[config.mk]
export PLATFORM = sky130hd
export DESIGN_NAME = seg_scroll_ctrl
export DESIGN_NICKNAME = d
export VERILOG_FILES = /design/src/rtl/seg_scroll_ctrl.sv
export SDC_FILE = /design/constraint.sdc
export NUM_CORES = 1
export LEC_CHECK = 0
export CAP_MARGIN = 20
export CORE_MARGIN = 3
export CORE_UTILIZATION = 30
export CTS_CLUSTER_DIAMETER = 100
export DETAILED_ROUTE_END_ITERATION = 7
export PLACE_DENSITY = 0.45
export SLEW_MARGIN = 25
export SYNTH_ARGS = -nofsm -noshare
export SYNTH_HDL_FRONTEND = slang
export SYNTH_SLANG_ARGS = --single-unit
export TNS_END_PERCENT = 50
[constraint.sdc]
create_clock -name clk -period 5.7 [get_ports clk]
set_input_delay 0.855 -clock clk [delete_from_list [all_inputs] [get_ports clk]]
set_output_delay 0.855 -clock clk [all_outputs]
set_load 0.005 [all_outputs]
[src/rtl/seg_scroll_ctrl.sv]
// Seven-segment scrolling display controller: a 64-entry character buffer shown
// on NDIG multiplexed digits, either statically or as a rotating marquee.
module seg_scroll_ctrl #(
    parameter int NDIG        = 4,
    parameter int REFRESH_DIV = 1000,
    parameter int SCROLL_DIV  = 12_500_000
) (
    input  logic            clk,
    input  logic            rst_n,
    input  logic            wr_valid,
    input  logic [6:0]      wr_data,
    output logic            wr_ready,
    input  logic            clear,
    input  logic            scroll_en,
    output logic [6:0]      seg,
    output logic [NDIG-1:0] an,
    output logic [6:0]      count
);

    localparam int DEPTH = 64;
    localparam int RW    = $clog2(REFRESH_DIV);
    localparam int SW    = $clog2(SCROLL_DIV);
    localparam int DW    = $clog2(NDIG);

    typedef enum logic [1:0] {
        MODE_EMPTY,
        MODE_STATIC,
        MODE_SCROLL
    } mode_t;

    mode_t          mode_q, mode_d;
    logic [6:0]     count_d;
    logic [5:0]     pos_q, pos_d;
    logic [SW-1:0]  tmr_q, tmr_d;
    logic [RW-1:0]  rf_q;
    logic [DW-1:0]  dig_q;
    logic           wr_accept;
    logic [6:0]     sum;
    logic [5:0]     idx;
    logic [6:0]     seg_d;
    logic [NDIG-1:0] an_d;
    logic [6:0]     mem [DEPTH];

    assign wr_ready  = (count < 7'(DEPTH)) && !clear;
    assign wr_accept = wr_valid && wr_ready;

    // Next count, scroll position and scroll timer; mode follows the new count.
    // NOTE: every always_comb output gets a default first so no latch is inferred.
    always_comb begin
        count_d = count;
        pos_d   = pos_q;
        tmr_d   = tmr_q;
        if (clear) begin
            count_d = '0;
            pos_d   = '0;
            tmr_d   = '0;
        end else begin
            if (wr_accept) count_d = count + 7'd1;
            if (mode_q != MODE_SCROLL) begin
                pos_d = '0;
                tmr_d = '0;
            end else if (scroll_en) begin
                if (tmr_q == SW'(SCROLL_DIV - 1)) begin
                    tmr_d = '0;
                    pos_d = (7'(pos_q) == count - 7'd1) ? 6'd0 : pos_q + 6'd1;
                end else begin
                    tmr_d = tmr_q + SW'(1);
                end
            end
        end

        if (count_d == 7'd0)             mode_d = MODE_EMPTY;
        else if (count_d <= 7'(NDIG))    mode_d = MODE_STATIC;
        else                             mode_d = MODE_SCROLL;
    end

    // Digit contents; in scroll mode pos + dig < 2*count, so one subtract is a full modulo.
    always_comb begin
        sum   = 7'(pos_q) + 7'(dig_q);
        idx   = 6'((sum >= count) ? sum - count : sum);
        seg_d = 7'b0000000;
        case (mode_q)
            MODE_STATIC: seg_d = (7'(dig_q) < count) ? mem[6'(dig_q)] : 7'b0000000;
            MODE_SCROLL: seg_d = mem[idx];
            default:     seg_d = 7'b0000000;
        endcase
        an_d = ~(NDIG'(1) << dig_q);
    end

    // NOTE: sequential state uses non-blocking assignments only.
    always_ff @(posedge clk) begin
        if (!rst_n) begin
            mode_q <= MODE_EMPTY;
            count  <= '0;
            pos_q  <= '0;
            tmr_q  <= '0;
            rf_q   <= '0;
            dig_q  <= '0;
            seg    <= 7'b0000000;
            an     <= ~NDIG'(1);
        end else begin
            mode_q <= mode_d;
            count  <= count_d;
            pos_q  <= pos_d;
            tmr_q  <= tmr_d;
            if (rf_q == RW'(REFRESH_DIV - 1)) begin
                rf_q  <= '0;
                dig_q <= (dig_q == DW'(NDIG - 1)) ? '0 : dig_q + DW'(1);
            end else begin
                rf_q <= rf_q + RW'(1);
            end
            seg <= seg_d;
            an  <= an_d;
        end
    end

    // NOTE: the buffer is deliberately not reset; entries at or beyond count are never displayed.
    always_ff @(posedge clk) begin
        if (rst_n && wr_accept) mem[count[5:0]] <= wr_data;
    end

endmodule
==> results.py, run 1 <==
metrics = {
    "clock_network": {
        "clk_path_buf_depth": 3,
        "clk_pin_slew_ps": 60,
        "h-tree-depth": 2,
        "cts_num_sinks": 512,
        "numCtsBuffers": 57,
        "cts_resized": 0,
        "hold_buffers": 0,
        "cts_tree": "done",
        "clk-insertion-delay-late_ps": 630,
        "root_buffer": "clkbuf_16",
        "cts_setup_buffers": 0,
    },
    "global_routing": {
        "grt_pass1_vias": 13600,
        "grt_pass1_wl_mm": 91.4,
        "grt_usage_pct": 16.2,
        "grt_start_max_net_pins": 79,
        "antenna_found_initial": 0,
        "grt_overflow": 0,
    },
    "worst_setup_path": {
        "path_class": "flip-flop to flip-flop",
        "critPathBufInv": 3,
        "start_kind": "flip-flop",
        "crit_cells": 16,
        "cp.required_ps": 6210,
        "r2r_cells": 16,
        "path_cells": "ha_1, inv_1, fa_1, xnor2_1, ha_1, a21oi_2, o21a_1, o211ai_2, o21a_2, nor2_4, buf_4, buf_4, a32oi_1, o21ai_0, o22ai_1, a2111o_1",
        "cp_data_arrival_time_ps": 5620,
        "cp_max_fo": 26,
        "cp_top_family": "compound AO/OA/AOI/OAI gates",
        "end_kind": "flip-flop",
        "slowest_stage": "fa_1",
        "slowest_delay_ps": 440,
    },
    "cells_and_area": {
        "fillCellCount": 6975,
        "layout-drive-gt1-share_pct": 9.25,
        "n_antenna_cell": 0,
        "area_delta_synth_final_pct": 15.2,
        "final-seq-area_um2": 14700,
        "multi_input_area_um2": 6560,
        "layoutNonFillerInstCount": 2702,
        "nets": 1738,
    },
    "placed_design": {
        "gp_congestion": 0.835,
        "port_buffers": 30,
        "dp_cells": 2594,
        "hpwl_mm": 38.2,
        "dpl_worst_slack_ps": 620,
    },
    "yosys": {
        "netlist_area_um2": 21800,
        "synth_edf_count": 448,
        "synth_area_per_cell_um2": 13.1,
        "ys_warn_count": 0,
        "synth-main-ff-cell": "edfxtp_1",
        "ys_async_sr_fraction_pct": 0,
        "ys_seq_elements": 512,
        "synthTopCellsByArea": "edfxtp_1 62%, mux2i_1 5.9%, dfxtp_1 5.9%, nand2_1 3.9%, nand3_1 2.9%",
        "yosysTopAreaCell": "edfxtp_1",
        "synthMostInstantiatedCell": "edfxtp_1",
        "ys_seq_area_share_pct": 67.5,
        "synth_top_area_share_pct": 61.6,
        "syn-instance-count": 1666,
        "synth_common_cells": "448 x edfxtp_1, 228 x nand2_1, 129 x mux2i_1, 127 x nor2_1, 125 x nand3_1",
        "yosysUniqueCellTypes": 71,
        "syn_nets": 1701,
    },
    "power": {
        "p_per_area_nw_per_um2": 322,
        "power.internal_uw": 6320,
        "ir_drop_v": 0.000252,
        "power_frac_comb_pct": 4.8,
        "seqPwrFrac_pct": 50.4,
        "swShare_pct": 22.0,
        "power_leakage_uw": 0.00822,
        "p_switching_uw": 1790,
        "clkPwrFrac_pct": 44.9,
    },
    "timing": {
        "slew_violations": 0,
        "slew_headroom_pct": 33.2,
        "min_period_ps": 5110,
        "hold_ws_ps": 463,
        "setup_tns_ps": 0,
        "post-route-period-util_pct": 89.7,
        "hold_viol": 0,
        "fin_ws_ps": 589,
        "fin_skew_ps": 32.0,
        "worst_pin_slew_ps": 994,
        "setup_violations": 0,
        "rsz0062_at_grt": "false",
        "fmax_mhz": 196,
    },
    "min_path": {
        "holdPathStages": 1,
        "hold_path_class": "flip-flop to flip-flop",
    },
    "floorplanning": {
        "die_w_um": 276,
        "io_pins": 31,
        "initial_utilization_pct": 30.4,
        "core_um2": 71700,
        "die_area_um2": 76000,
        "row_count": 98,
        "die_h_um": 276,
    },
    "detailed_routing": {
        "wl_mm": 61.3,
        "first_pass_iters": 5,
        "drt_iter0_markers": 995,
        "route.detailed.drc": 0,
        "drtAntennaViolNets": 0,
        "dr_total_vias": 13500,
        "routedWlPerCell_um": 22.7,
        "via_per_inst": 5.01,
    },
    "flow_run": {
        "drv_cap": 0,
    },
    "outcome": {
        "status": "completed",
    },
}
power groups by stage:
stage          clock (uW)  combinational [uW]  sequential, uW
2_1_floorplan           0                 212            4160
3_3_place_gp            0                 391            4160
3_5_place_dp            0                 393            4160
4_1_cts              3730                 393            4080
5_1_grt              3880                 420            4080
6_report             3640                 386            4080
routing by layer:
| layer | vias to the layer above | share of wire, % | GRT usage (%) |
|---|---|---|---|
| met5 | - | 0 | 0 |
| met4 | 0 | 2.8 | 5.03 |
| met1 | 6806 | 47 | 23.1 |
| met2 | 326 | 46 | 25.6 |
| li1 | 6315 | - | - |
| met3 | 96 | 4.4 | 2.30 |
cell usage in the layout, fill, tap and decap left out, types with 16 or more instances in the layout:
cell type,count
nand2_1,226
edfxtp_1,448
buf_4,35
mux2i_1,127
clkbuf_16,58
clkinv_1,16
inv_1,48
dfxtp_1,64
clkdlybuf4s50_1,23
ha_1,21
nor2_1,125
o21ai_0,30
o211ai_1,52
a21oi_1,42
xor2_1,29
xnor2_1,20
nand3_1,125
layout make-up:
cell class,instances,area share (%)
Clock buffer,71,6.08
Clock inverter,37,1.29
Inverter,50,0.746
Multi-Input combinational cell,1012,26.1
Sequential cell,512,58.6
Tap cell,950,4.73
Timing Repair Buffer,70,2.50
state kept, by name, summed over array words and instances, names as in the netlist, named ones only:
signal and cells:
an 4, tmr_q 24, mem 448, mode_q 2
dig_q 2, rf_q 10, seg 7, pos_q 6
count 7
through the flow:
stage	cell area [um2]	util, %	total power, uW
final	25100	35.1	8110
after global routing	25100	35.1	8380
after CTS	25100	35.1	8210
after detailed placement	23300	32.5	4550
after global placement	23300	32.5	4550
after floorplan	21800	-	4370
path summary, 6_finish.rpt:
check	startpoint	to	slack [ps]
worst max-delay path	dig_q[0]	seg[2]	590
worst min-delay path	rf_q[0]	rf_q[0]	460
worst max register to register	dig_q[0]	seg[2]	590
worst min register to register	rf_q[0]	rf_q[0]	460
cells by family after synthesis:
| logic type | Yosys count | synth area share, % |
|---|---|---|
| flip-flops | 512 | 67.5 |
| buffers and inverters | 142 | 2.70 |
| AND/OR/NAND/NOR | 563 | 11.5 |
| XOR/XNOR | 50 | 2.01 |
| adder cells (fa/ha/maj) | 23 | 1.39 |
| AO/OA/AOI/OAI | 236 | 8.04 |
| multiplexers | 140 | 6.84 |
(Power assumes the default switching activity.)
==> inputs of run 2 (changes only) <==
--- a/config.mk
+++ b/config.mk
@@ -5,7 +5,9 @@
 export SDC_FILE = /design/constraint.sdc
 export NUM_CORES = 1
 export LEC_CHECK = 0
+export ABC_AREA = 1
 export CAP_MARGIN = 20
+export CORE_ASPECT_RATIO = 0.8
 export CORE_MARGIN = 3
 export CORE_UTILIZATION = 30
 export CTS_CLUSTER_DIAMETER = 100
==> run 2 against run 1 <==
Compared with the run above: utilization shrank 0.49 points; critical endpoint is now seg[5]; largest cell class unchanged; cell area up 0.20%; die area rose by 2.1%; clock power shrank 6.0%; register-to-register slack gained 290 ps; sequential cell count did not move; total power shrank 2.4%; non-clock buffer count fell by 13; global-route usage rose by 0.38 points; first-iteration DRC count grew 43%; worst setup slack gained 290 ps.
==> results.py, run 2 <==
metrics = {
    "power": {
        "swShare_pct": 22.4,
        "power_frac_comb_pct": 5.2,
        "clkPwrFrac_pct": 43.3,
        "ir_drop_v": 0.000215,
        "seqPwrFrac_pct": 51.6,
        "p_per_area_nw_per_um2": 314,
        "power.internal_uw": 6140,
        "p_switching_uw": 1770,
        "power_leakage_uw": 0.00887,
    },
    "global_routing": {
        "antenna_found_initial": 1,
        "grt_pass1_vias": 14800,
        "grt_pass1_wl_mm": 97.8,
        "grt_start_max_net_pins": 92,
        "grt_overflow": 0,
        "grt_usage_pct": 16.6,
    },
    "clock_network": {
        "cts_tree": "done",
        "clk_pin_slew_ps": 60,
        "numCtsBuffers": 55,
        "cts_resized": 0,
        "root_buffer": "clkbuf_16",
        "hold_buffers": 0,
        "h-tree-depth": 2,
        "clk-insertion-delay-late_ps": 620,
        "clk_path_buf_depth": 3,
        "cts_num_sinks": 512,
        "cts_setup_buffers": 0,
    },
    "yosys": {
        "synth_top_area_share_pct": 60.4,
        "synth_edf_count": 448,
        "synth-main-ff-cell": "edfxtp_1",
        "synth_area_per_cell_um2": 10.6,
        "ys_seq_area_share_pct": 66.1,
        "ys_warn_count": 0,
        "yosysUniqueCellTypes": 50,
        "ys_seq_elements": 512,
        "yosysTopAreaCell": "edfxtp_1",
        "synthMostInstantiatedCell": "nand2_1",
        "netlist_area_um2": 22300,
        "syn_nets": 2145,
        "ys_async_sr_fraction_pct": 0,
        "syn-instance-count": 2110,
        "synth_common_cells": "548 x nand2_1, 467 x nand3_1, 448 x edfxtp_1, 135 x inv_1, 128 x nor2_1",
        "synthTopCellsByArea": "edfxtp_1 60%, nand3_1 10%, nand2_1 9.2%, dfxtp_1 5.7%, inv_1 2.3%",
    },
    "cells_and_area": {
        "final_cell_mix": "548 x nand2_1, 467 x nand3_1, 448 x edfxtp_1, 134 x inv_1, 128 x nor2_1",
        "layout_commonest_cell": "nand2_1",
        "layoutNonFillerInstCount": 3149,
        "nets": 2155,
        "layout-drive-gt1-share_pct": 6.58,
        "largest_reg_flops": 448,
        "final_core_util_pct": 34.6,
        "n_antenna_cell": 0,
        "stdcell_area_um2": 25200,
        "area_delta_synth_final_pct": 13.1,
    },
    "placed_design": {
        "dp_cells": 3053,
        "gp_congestion": 0.838,
        "dpl_worst_slack_ps": 984,
        "hpwl_mm": 40.2,
        "port_buffers": 30,
        "placed_area_um2": 23500,
    },
    "worst_setup_path": {
        "end_kind": "flip-flop",
        "start_kind": "flip-flop",
        "cp_data_arrival_time_ps": 5360,
        "cp_max_fo": 89,
        "path_class": "flip-flop to flip-flop",
        "cp.required_ps": 6240,
    },
    "detailed_routing": {
        "wl_mm": 65.7,
        "drt_iter0_markers": 1425,
        "first_pass_iters": 6,
        "drtAntennaViolNets": 0,
        "route.detailed.drc": 0,
        "dr_total_vias": 15500,
        "via_per_inst": 4.92,
        "routedWlPerCell_um": 20.9,
    },
    "timing": {
        "post-route-period-util_pct": 84.6,
        "setup_violations": 0,
        "slew_violations": 0,
        "rsz0062_at_grt": "false",
        "fmax_mhz": 207,
        "slew_headroom_pct": 34.7,
        "fin_ws_ps": 880,
        "hold_viol": 0,
        "min_period_ps": 4820,
        "fin_skew_ps": 34.0,
        "setup_tns_ps": 0,
        "worst_pin_slew_ps": 979,
    },
    "floorplanning": {
        "io_pins": 31,
        "die_h_um": 250,
        "initial_utilization_pct": 30.6,
        "die_w_um": 311,
        "die_area_um2": 77600,
        "row_count": 88,
        "core_um2": 72900,
    },
    "outcome": {
        "status": "completed",
    },
    "flow_run": {
        "drv_cap": 0,
    },
    "min_path": {
        "hold_path_class": "flip-flop to flip-flop",
    },
}
==> run 2: cell count changes after synthesis, moves of 14 or more <==
cell / delta
nand3_1: +342
nand2_1: +320
mux2i_1: -129
inv_1: +87
o211ai_1: -52
clkbuf_1: -32
buf_4: +19
nor3_1: +17
and3_1: -14
xnor2_1: -14
==> run 2: final cells by class <==
class | count | area [um2]
inverter | 143 | 537
multi-input combinational | 1351 | 6440
timing repair buffer | 57 | 556
tap | 990 | 1240
clock buffer | 80 | 1550
sequential | 512 | 14700
fill | 7444 | 47700
clock inverter | 16 | 146
==> run 2: power by group through the flow <==
stage | Clock [uW] | Combinational (uW) | Sequential [uW]
CTS | 3510 | 414 | 4080
floorplan | 0 | 227 | 4160
finish | 3420 | 411 | 4080
global placement | 0 | 414 | 4160
global route | 3670 | 449 | 4080
detailed placement | 0 | 414 | 4160
==> run 2: critical path: stages, from the launching register on <==
cell and delay [ps]:
dfxtp_1 480, ha_1 230, inv_1 60, fa_1 410, nor2_1 160, nand2_1 80
nand2_1 100, inv_1 50, ha_1 310, nand2_1 70, nand2_1 90, nand2_1 70
nand2_1 50, nor2_1 200, nand3_2 240, nand2_8 540, buf_12 380, nand2_1 90
nand3_1 100, nand3_1 150, nand3_1 250, nand3_1 190, nand3_1 130, nand3_1 110
a21oi_1 140
==> run 2: kinds of logic (layout without fill, tap and decap cells) <==
logic type | after synthesis | count (layout) | share of synthesized area (%)
XOR/XNOR | 24 | 24 | 0.943
flip-flops | 512 | 512 | 66.1
buffers and inverters | 247 | 296 | 5.26
AO/OA/AOI/OAI | 89 | 89 | 2.28
AND/OR/NAND/NOR | 1215 | 1215 | 24.1
adder cells (fa/ha/maj) | 23 | 23 | 1.36
==> run 2: worst paths after layout <==
check | from | end | slack, ps | depth (start not counted)
worst max-delay path | dig_q[0] | seg[5] | 880 | 24
worst min register to register | rf_q[0] | rf_q[0] | 450 | 1
worst max register to register | dig_q[0] | seg[5] | 880 | 24
worst min-delay path | rf_q[0] | rf_q[0] | 450 | 1
==> run 2: metrics by stage <==
stage / hold slack [ps] / power [uW]
floorplan: 418 / 4390
global placement: 434 / 4570
detailed placement: 442 / 4570
CTS: 456 / 8000
global route: 480 / 8200
finish: 455 / 7910
==> run 2: metal layers <==
metal	GRT usage (%)	routed length [um]
met1	24.0	30700
met2	25.0	28800
met3	3.49	4590
met4	4.85	1680
met5	0	0
==> inputs of run 3 (changes only) <==
--- a/config.mk
+++ b/config.mk
@@ -12,7 +12,7 @@
 export CORE_UTILIZATION = 30
 export CTS_CLUSTER_DIAMETER = 100
 export DETAILED_ROUTE_END_ITERATION = 7
-export PLACE_DENSITY = 0.45
+export PLACE_DENSITY = 0.47
 export SLEW_MARGIN = 25
 export SYNTH_ARGS = -nofsm -noshare
 export SYNTH_HDL_FRONTEND = slang
==> constraint.sdc (replaced) <==
create_clock -name clk -period 4 [get_ports clk]
set_input_delay 0.6 -clock clk [delete_from_list [all_inputs] [get_ports clk]]
set_output_delay 0.6 -clock clk [all_outputs]
set_load 0.005 [all_outputs]
==> run 3 against run 2 <==
Compared with the run above: worst hold slack gained 3.4 ps; count of clock-buffer cells in the layout fell by 14; register-to-register slack worse by 720 ps; largest power group unchanged; die area unchanged; maximum frequency up 26%; highest routed layer unchanged; critical endpoint is now seg[1]; via count grew 2.6%.
==> results.py, run 3 (same netlist as run 2, synthesis figures left out) <==
metrics = {
    "detailed_routing": {
        "drt_iter0_markers": 1356,
        "drtAntennaViolNets": 0,
        "wl_mm": 67.6,
        "route.detailed.drc": 0,
        "routedWlPerCell_um": 20.7,
        "first_pass_iters": 5,
        "dr_total_vias": 15900,
        "via_per_inst": 4.87,
    },
    "clock_network": {
        "clk_path_buf_depth": 3,
        "numCtsBuffers": 54,
        "root_buffer": "clkbuf_16",
        "clk-insertion-delay-late_ps": 630,
        "hold_buffers": 0,
        "h-tree-depth": 2,
        "cts_tree": "done",
        "clk_pin_slew_ps": 60,
        "cts_num_sinks": 512,
    },
    "timing": {
        "worst_pin_slew_ps": 954,
        "fin_ws_ps": 162,
        "slew_violations": 0,
        "post-route-period-util_pct": 96.0,
        "min_period_ps": 3840,
        "hold_viol": 0,
        "fmax_mhz": 261,
        "slew_headroom_pct": 36.4,
        "setup_violations": 0,
        "fin_skew_ps": 22.1,
    },
    "worst_setup_path": {
        "end_kind": "flip-flop",
        "r2r_cells": 24,
        "critPathBufInv": 6,
        "start_kind": "flip-flop",
        "critPathMostFrequentCell": "nand3_1",
        "cp_data_arrival_time_ps": 4390,
        "slowest_delay_ps": 350,
        "cp.required_ps": 4550,
        "r2r-end": "seg[1]",
        "slowest_stage": "dfxtp_2",
        "r2r-start": "dig_q[1]",
        "path_class": "flip-flop to flip-flop",
        "crit_cells": 24,
        "r2r_slack_ps": 160,
        "path_cells": "buf_4, ha_1, a21oi_1, nor2_1, nand2_1, xor2_1, inv_1, ha_1, nand2_2, inv_1, a21oi_4, nand3_4, nand2_2, o21ai_4, buf_4, buf_6, bufbuf_16, nand3_1, nand3_1, nand3_2, nand3_1, nand3_1, nand3_1, a21oi_2",
        "cp_top_family": "simple AND/OR/NAND/NOR gates",
        "cp_max_fo": 16,
    },
    "cells_and_area": {
        "n_antenna_cell": 0,
        "area_delta_synth_final_pct": 19.7,
        "fillCellCount": 7282,
        "final-seq-area_um2": 14700,
        "nets": 2265,
        "layout_commonest_cell": "nand2_1",
        "largest_reg_flops": 448,
        "final_cell_mix": "545 x nand2_1, 448 x edfxtp_1, 426 x nand3_1, 134 x inv_1, 124 x nor2_1",
        "multi_input_area_um2": 6770,
        "stdcell_area_um2": 26700,
        "layout-drive-gt1-share_pct": 13.6,
    },
    "placed_design": {
        "dpl_worst_slack_ps": -66.1,
        "placed_area_um2": 24300,
        "port_buffers": 30,
        "gp_congestion": 0.863,
        "hpwl_mm": 41.6,
    },
    "floorplanning": {
        "die_w_um": 311,
        "die_area_um2": 77600,
        "die_h_um": 250,
        "core_um2": 72900,
        "initial_utilization_pct": 30.6,
        "row_count": 88,
        "io_pins": 31,
    },
    "power": {
        "power_leakage_uw": 0.00963,
        "power_uw": 11300,
        "ir_drop_v": 0.000328,
        "p_per_area_nw_per_um2": 424,
    },
    "global_routing": {
        "antenna_found_initial": 0,
        "grt_usage_pct": 16.9,
        "grt_overflow": 0,
        "grt_pass1_vias": 15400,
        "grt_pass1_wl_mm": 100,
        "grt_start_max_net_pins": 65,
    },
    "min_path": {
        "holdCritStartpoint": "rf_q[0]",
        "hold_path_class": "flip-flop to flip-flop",
        "holdPathStages": 1,
        "min_to": "rf_q[0]",
    },
    "outcome": {
        "status": "completed",
    },
    "flow_run": {
        "drv_cap": 0,
    },
}
-- run 3: changes by cell type in the layout (fill, tap and decap cells not counted), sizes merged --
cell	before	now
nand3	470	471
inv	140	142
buf	34	136
clkinvlp	1	2
bufbuf	0	3
clkinv	16	30
bufinv	2	3
clkbuf	80	69
nand2	556	558
-- run 3: repair_timing --
item	in CTS	in global routing
pin swaps	5	13
cloned	6	4
endpoints found under the setup margin	5	7
buffers inserted	7	8
resized for setup	6	68
-- run 3: layer usage --
layer	vias to the layer above	GRT usage, %	wire length (um)	share of wire, %
met5	-	0	0	0
met4	0	4.78	1770	2.6
met3	94	2.47	3480	5.1
met2	403	25.7	29400	43
met1	7840	24.9	32900	49
li1	7546	-	-	-
-- run 3: stage by stage --
stage,util (%),std cells,hold slack [ps],TNS (ps)
final,36.6,3264,458,0
after global routing,36.6,3264,476,-9.26
after CTS,35.9,3252,460,-8.09
after detailed placement,33.3,3139,451,-156
after global placement,33.3,3139,431,0
after floorplan,-,2110,418,0
-- run 3: power breakdown --
part | switching [uW] | internal (uW)
combinational | 476 | 213
clock | 2130 | 2680
sequential | 4.61 | 5810
total | 2620 | 8700
-- run 3: worst reg2reg max path, delay by kind of cell (launching register included) --
family / cells / cell delay (ps)
and+or+nand+nor: 11 / 1240
buffers and inverters: 6 / 870
adders and majority gates: 2 / 580
AOI/OAI and AO/OA: 4 / 570
DFF: 1 / 350
xor gates and xnor gates: 1 / 190
-- run 3: worst max path at each step --
stage | startpoint | to | slack, ps
after floorplan | pos_q[0] | seg[3] | 690
after global placement | dig_q[1] | seg[1] | 3
after detailed placement | pos_q[1] | seg[3] | -70
after CTS | dig_q[0] | seg[3] | -7
after global routing | dig_q[1] | seg[2] | -9
final | dig_q[1] | seg[1] | 160
-- run 3: area by class of cell --
class / instances / area share [%]
clock buffer: 66 / 5.24
clock inverter: 34 / 1.05
inverter: 143 / 2.01
multi-input combinational: 1354 / 25.4
sequential: 512 / 55.3
tap: 990 / 4.64
timing repair buffer: 165 / 6.43
==> RTL edit 1: new RTL, config.mk and constraints of run 2 <==
The output `an` loses its register stage (`an` becomes a continuous assignment).
--- a/src/rtl/seg_scroll_ctrl.sv
+++ b/src/rtl/seg_scroll_ctrl.sv
@@ -97,7 +97,6 @@
             rf_q   <= '0;
             dig_q  <= '0;
             seg    <= 7'b0000000;
-            an     <= ~NDIG'(1);
         end else begin
             mode_q <= mode_d;
             count  <= count_d;
@@ -110,9 +109,10 @@
                 rf_q <= rf_q + RW'(1);
             end
             seg <= seg_d;
-            an  <= an_d;
         end
     end
+
+    assign an = an_d;
 
     // NOTE: the buffer is deliberately not reset; entries at or beyond count are never displayed.
     always_ff @(posedge clk) begin
Behaviour: no difference found for any inputs over 4 cycles, from zero or initial values and one cycle with rst_n low; that may be too few to reach the edited logic, so the function may still have changed.
==> RTL edit 1 against run 2 <==
  * Setup slack worse by 0.041 ns
  * Highest routed layer unchanged
  * Sequential cell count down 4
  * Area after synthesis down 1.2%
  * Routed wire length down 0.67%
  * Largest cell class unchanged
  * Total power down 0.72%
  * Design area down 0.81%
  * Critical path type unchanged
  * Count of clock-buffer cells in the layout down 15
==> RTL edit 1: results <==
export IMPL_viasPerCell=4.99
export IMPL_grt_pass1_wl_mm=98.1
export IMPL_place_gp_congestion=0.872
export IMPL_path_clk_slew_ns=0.06
export IMPL_synth_area_mux_share=0
export IMPL_syn_inst=2100
export IMPL_worst_slew_pin_slew_ns=1.12
export IMPL_yosysWarnings=0
export IMPL_yosys_area_share_xor_xnor=0.00914
export IMPL_port_buffers=30
export IMPL_dr_pass1_iters=5
export IMPL_max_stage_delay_ns=0.59
export IMPL_synth_top_cells_by_count="nand2_1 (546), nand3_1 (469), edfxtp_1 (448)"
export IMPL_grt_max_degree=116
export IMPL_status="completed"
export IMPL_hpwlAfterDp_mm=39.4
export IMPL_wl_met2_mm=28.8
export IMPL_slew_violations=0
export IMPL_drive_gt1_frac=0.0623
export IMPL_met1Wirelength_mm=30.0
export IMPL_min_path_type="flop to flop"
export IMPL_stdcell_area_um2=25000
export IMPL_dp_slack_ns=0.822
export IMPL_largest_register_ffs=448
export IMPL_stdcell_count=3096
export IMPL_yosys_top_cells_area="edfxtp_1 (61%), nand3_1 (11%), nand2_1 (9.3%)"
export IMPL_synth_compound_gate_area_share=0.0236
export IMPL_initialDrtViolationCount=1239
export IMPL_wl_per_cell_um=21.1
export IMPL_post_dp_cell_area_um2=23300
export IMPL_crit_path_top_delay_cell="o21ai_4"
export IMPL_htree_levels=2
export IMPL_grt_use_total=0.170
export IMPL_post_cts_resized=0
export IMPL_r2r_cells=23
export IMPL_yosysSeqAreaShare=0.665
export IMPL_antenna_found_initial=0
export IMPL_nets=2145
export IMPL_critPathMaxFanout=33
export IMPL_numCtsBuffers=53
export IMPL_synth_adder_area_share=0.0137
export IMPL_cp_data_arrival_time_ns=5.34
export IMPL_ir_worst_vdd_mv=0.223
export IMPL_grt_pass1_vias=15300
export IMPL_wl_met3_mm=4.70
export IMPL_finalClockSkew_ns=0.0207
export IMPL_place_inst=3000
export IMPL_p_leak_nw=8.75
export IMPL_cts_max_path_buffers=3
export IMPL_yosysUniqueCellTypes=44
export IMPL_cts_setup_buffers=0
export IMPL_num_fill_cells=7256
[RTL edit 1: changes by cell type in the layout (fill, tap and decap cells not counted), sizes merged, moves of 3 or more]
cell,change
o21ai,+3
inv,+4
clkbuf,-15
nand2,-4
dfxtp,-4
clkinvlp,+3
nor3b,+3
nand4,-3
clkinv,+6
[RTL edit 1: worst reg2reg max path, delay by kind of cell (launching register included)]
| family | cells | cell delay, ns |
|---|---|---|
| AOI/OAI and AO/OA | 3 | 0.87 |
| DFF | 1 | 0.46 |
| and+or+nand+nor | 12 | 1.53 |
| adders and majority gates | 3 | 0.94 |
| buffers and inverters | 5 | 0.94 |
[RTL edit 1: per-layer routing]
metal  track usage  vias up
li1              -     7280
met1         0.240     7604
met2         0.261      473
met3        0.0383       97
met4        0.0535        0
met5             0        -
[RTL edit 1: report_power, final]
group          total, mW  internal (mW)  switching [mW]
clock               3.40           1.91            1.49
combinational      0.408          0.108           0.300
sequential          4.05           4.05         0.00331
total               7.86           6.06            1.79
[RTL edit 1: area by class of cell]
class / instances / area share
sequential: 508 / 0.586
multi-input combinational: 1346 / 0.254
clock buffer: 65 / 0.0570
tap: 945 / 0.0473
timing repair buffer: 59 / 0.0243
inverter: 142 / 0.0213
clock inverter: 31 / 0.00966
[RTL edit 1: worst paths after layout]
| check | start | end | slack, ns |
|---|---|---|---|
| setup reg to reg | pos_q[0] | seg[1] | 0.84 |
| hold reg to reg | rf_q[0] | rf_q[0] | 0.45 |
| setup / recovery | pos_q[0] | seg[1] | 0.84 |
| hold / removal | rf_q[0] | rf_q[0] | 0.45 |
==> RTL edit 2: new RTL, settings of run 2 <==
Without the edit above. Set the parameter `NDIG` to 2 (it was 4).
--- a/src/rtl/seg_scroll_ctrl.sv
+++ b/src/rtl/seg_scroll_ctrl.sv
@@ -1,7 +1,7 @@
 // Seven-segment scrolling display controller: a 64-entry character buffer shown
 // on NDIG multiplexed digits, either statically or as a rotating marquee.
 module seg_scroll_ctrl #(
-    parameter int NDIG        = 4,
+    parameter int NDIG        = 2,
     parameter int REFRESH_DIV = 1000,
     parameter int SCROLL_DIV  = 12_500_000
 ) (
Ports: changed (resized an); port bits go from 31 to 29. No check against the original RTL was run, so the function may have changed too.
==> RTL edit 2 against run 2 <==
  * Setup slack better by 0.27 ns
  * Core utilization is 0.17 points lower
  * Design area is 1.1% lower
  * Combinational power is 22% higher
  * Sequential cell count is 4 lower
  * Area after synthesis is 1.2% lower
  * Critical endpoint unchanged
  * Non-clock buffer count is 10 higher
  * Routed wire length is 0.73% lower
  * Total power is 1.2% higher
==> RTL edit 2: results <==
export IMPL_r2r_cells=21
export IMPL_grt_pass1_wl_mm=96.8
export IMPL_grt_max_degree=117
export IMPL_nets=2132
export IMPL_largest_register_ffs=448
export IMPL_grt_use_total=0.169
export IMPL_regToRegStartpoint="pos_q[0]"
export IMPL_synth_adder_area_share=0.0100
export IMPL_p_leak_nw=8.78
export IMPL_cp_data_arrival_time_ns=5.04
export IMPL_initialDrtViolationCount=1457
export IMPL_place_gp_congestion=0.846
export IMPL_slew_headroom=0.322
export IMPL_synth_top_cells_by_count="nand2_1 (526), nand3_1 (478), edfxtp_1 (448)"
export IMPL_criticalPathCategory="flop to flop"
export IMPL_r2r_setup_slack_ns=1.15
export IMPL_wl_per_cell_um=21.1
export IMPL_post_dp_cell_area_um2=23200
export IMPL_drive_gt1_frac=0.0643
export IMPL_viasPerCell=5.00
export IMPL_grt_pass1_vias=14800
export IMPL_status="completed"
export IMPL_synth_top_flop_cell="edfxtp_1"
export IMPL_dr_pass1_iters=5
export IMPL_yosysUniqueCellTypes=42
export IMPL_yosys_area_share_xor_xnor=0.00636
export IMPL_cts_max_path_buffers=3
export IMPL_antenna_found_initial=0
export IMPL_yosys_top_cells_area="edfxtp_1 (61%), nand3_1 (11%), nand2_1 (9.0%)"
export IMPL_yosysSeqAreaShare=0.665
export IMPL_cts_setup_buffers=0
export IMPL_synth_compound_gate_area_share=0.0221
export IMPL_numCtsBuffers=53
export IMPL_port_buffers=28
export IMPL_ir_worst_vdd_mv=0.187
export IMPL_finalClockSkew_ns=0.0289
export IMPL_hpwlAfterDp_mm=39.8
==> RTL edit 2: cell count changes in the layout (fill, tap and decap cells not counted), sizes merged, moves of 5 or more <==
cell    change
nand3      +11
inv         +6
nand2      -25
xor2        -8
o211ai      +7
a22oi       -6
a21oi       -9
nand4       +8
ha          -5
nor2        -5
clkbuf      -6
buf        +12
==> RTL edit 2: through the flow <==
| stage | cells | worst slack, ns | util |
|---|---|---|---|
| 6_report | 3091 | 1.15 | 0.344 |
| 5_1_grt | 3091 | 0.720 | 0.344 |
| 4_1_cts | 3090 | 1.16 | 0.344 |
| 3_3_place_gp | 2992 | 1.15 | 0.320 |
| 2_1_floorplan | 2082 | 2.69 | - |
| 3_5_place_dp | 2992 | 1.15 | 0.320 |
==> RTL edit 2: how the worst min path moves through the flow <==
stage	to	slack [ns]	cells after the start
after floorplan	an[1]	0.40	1
after global placement	rf_q[0]	0.43	1
after detailed placement	rf_q[0]	0.44	1
after CTS	rf_q[0]	0.45	1
after global routing	rf_q[0]	0.47	1
final	rf_q[0]	0.45	1
==> RTL edit 2: layout make-up <==
type,count,area [µm²]
flip-flops and latches,508,14700
well taps,945,1180
multi-input cells,1325,6240
fillers,7284,47500
repair buffers,67,592
clock buffers,74,1450
inverters,148,556
clock inverters,24,256
==> RTL edit 2: worst max-delay path, cell delays in order, from the launching register on <==
cell	delay, ns
dfxtp_1	0.36
ha_1	0.25
ha_1	0.20
nand2_1	0.09
inv_1	0.05
nor2_1	0.22
ha_1	0.33
a21oi_1	0.17
nand2_1	0.13
nand2_2	0.13
nand3_2	0.32
nand2_4	0.28
nand2_8	0.39
buf_12	0.45
nand2_1	0.11
nand3_1	0.13
nand3_1	0.17
nand3_1	0.10
nand3_1	0.12
nand3_1	0.17
nand3_1	0.14
a21oi_1	0.07
==> RTL edit 2: routing by layer <==
metal / wire, µm / track usage / vias to the layer above
li1: - / - / 7271
met1: 32600 / 0.258 / 7688
met2: 27500 / 0.249 / 422
met3: 4020 / 0.0297 / 78
met4: 1110 / 0.0369 / 0
met5: 0 / 0 / -
==> RTL edit 2: cell families (layout without fill, tap and decap cells) <==
kind of cell,count (synthesis),in the layout
flip-flops,508,508
XOR/XNOR,16,16
AND/OR/NAND/NOR,1210,1210
AO/OA/AOI/OAI,82,82
adder cells (fa/ha/maj),17,17
buffers and inverters,249,313
==> RTL edit 2: power breakdown <==
part	leakage (nW)	switching [mW]	internal [mW]
Clock	0.817	1.46	1.99
Combinational	3.45	0.375	0.127
Sequential	4.51	0.00402	4.05
Total	8.78	1.84	6.17
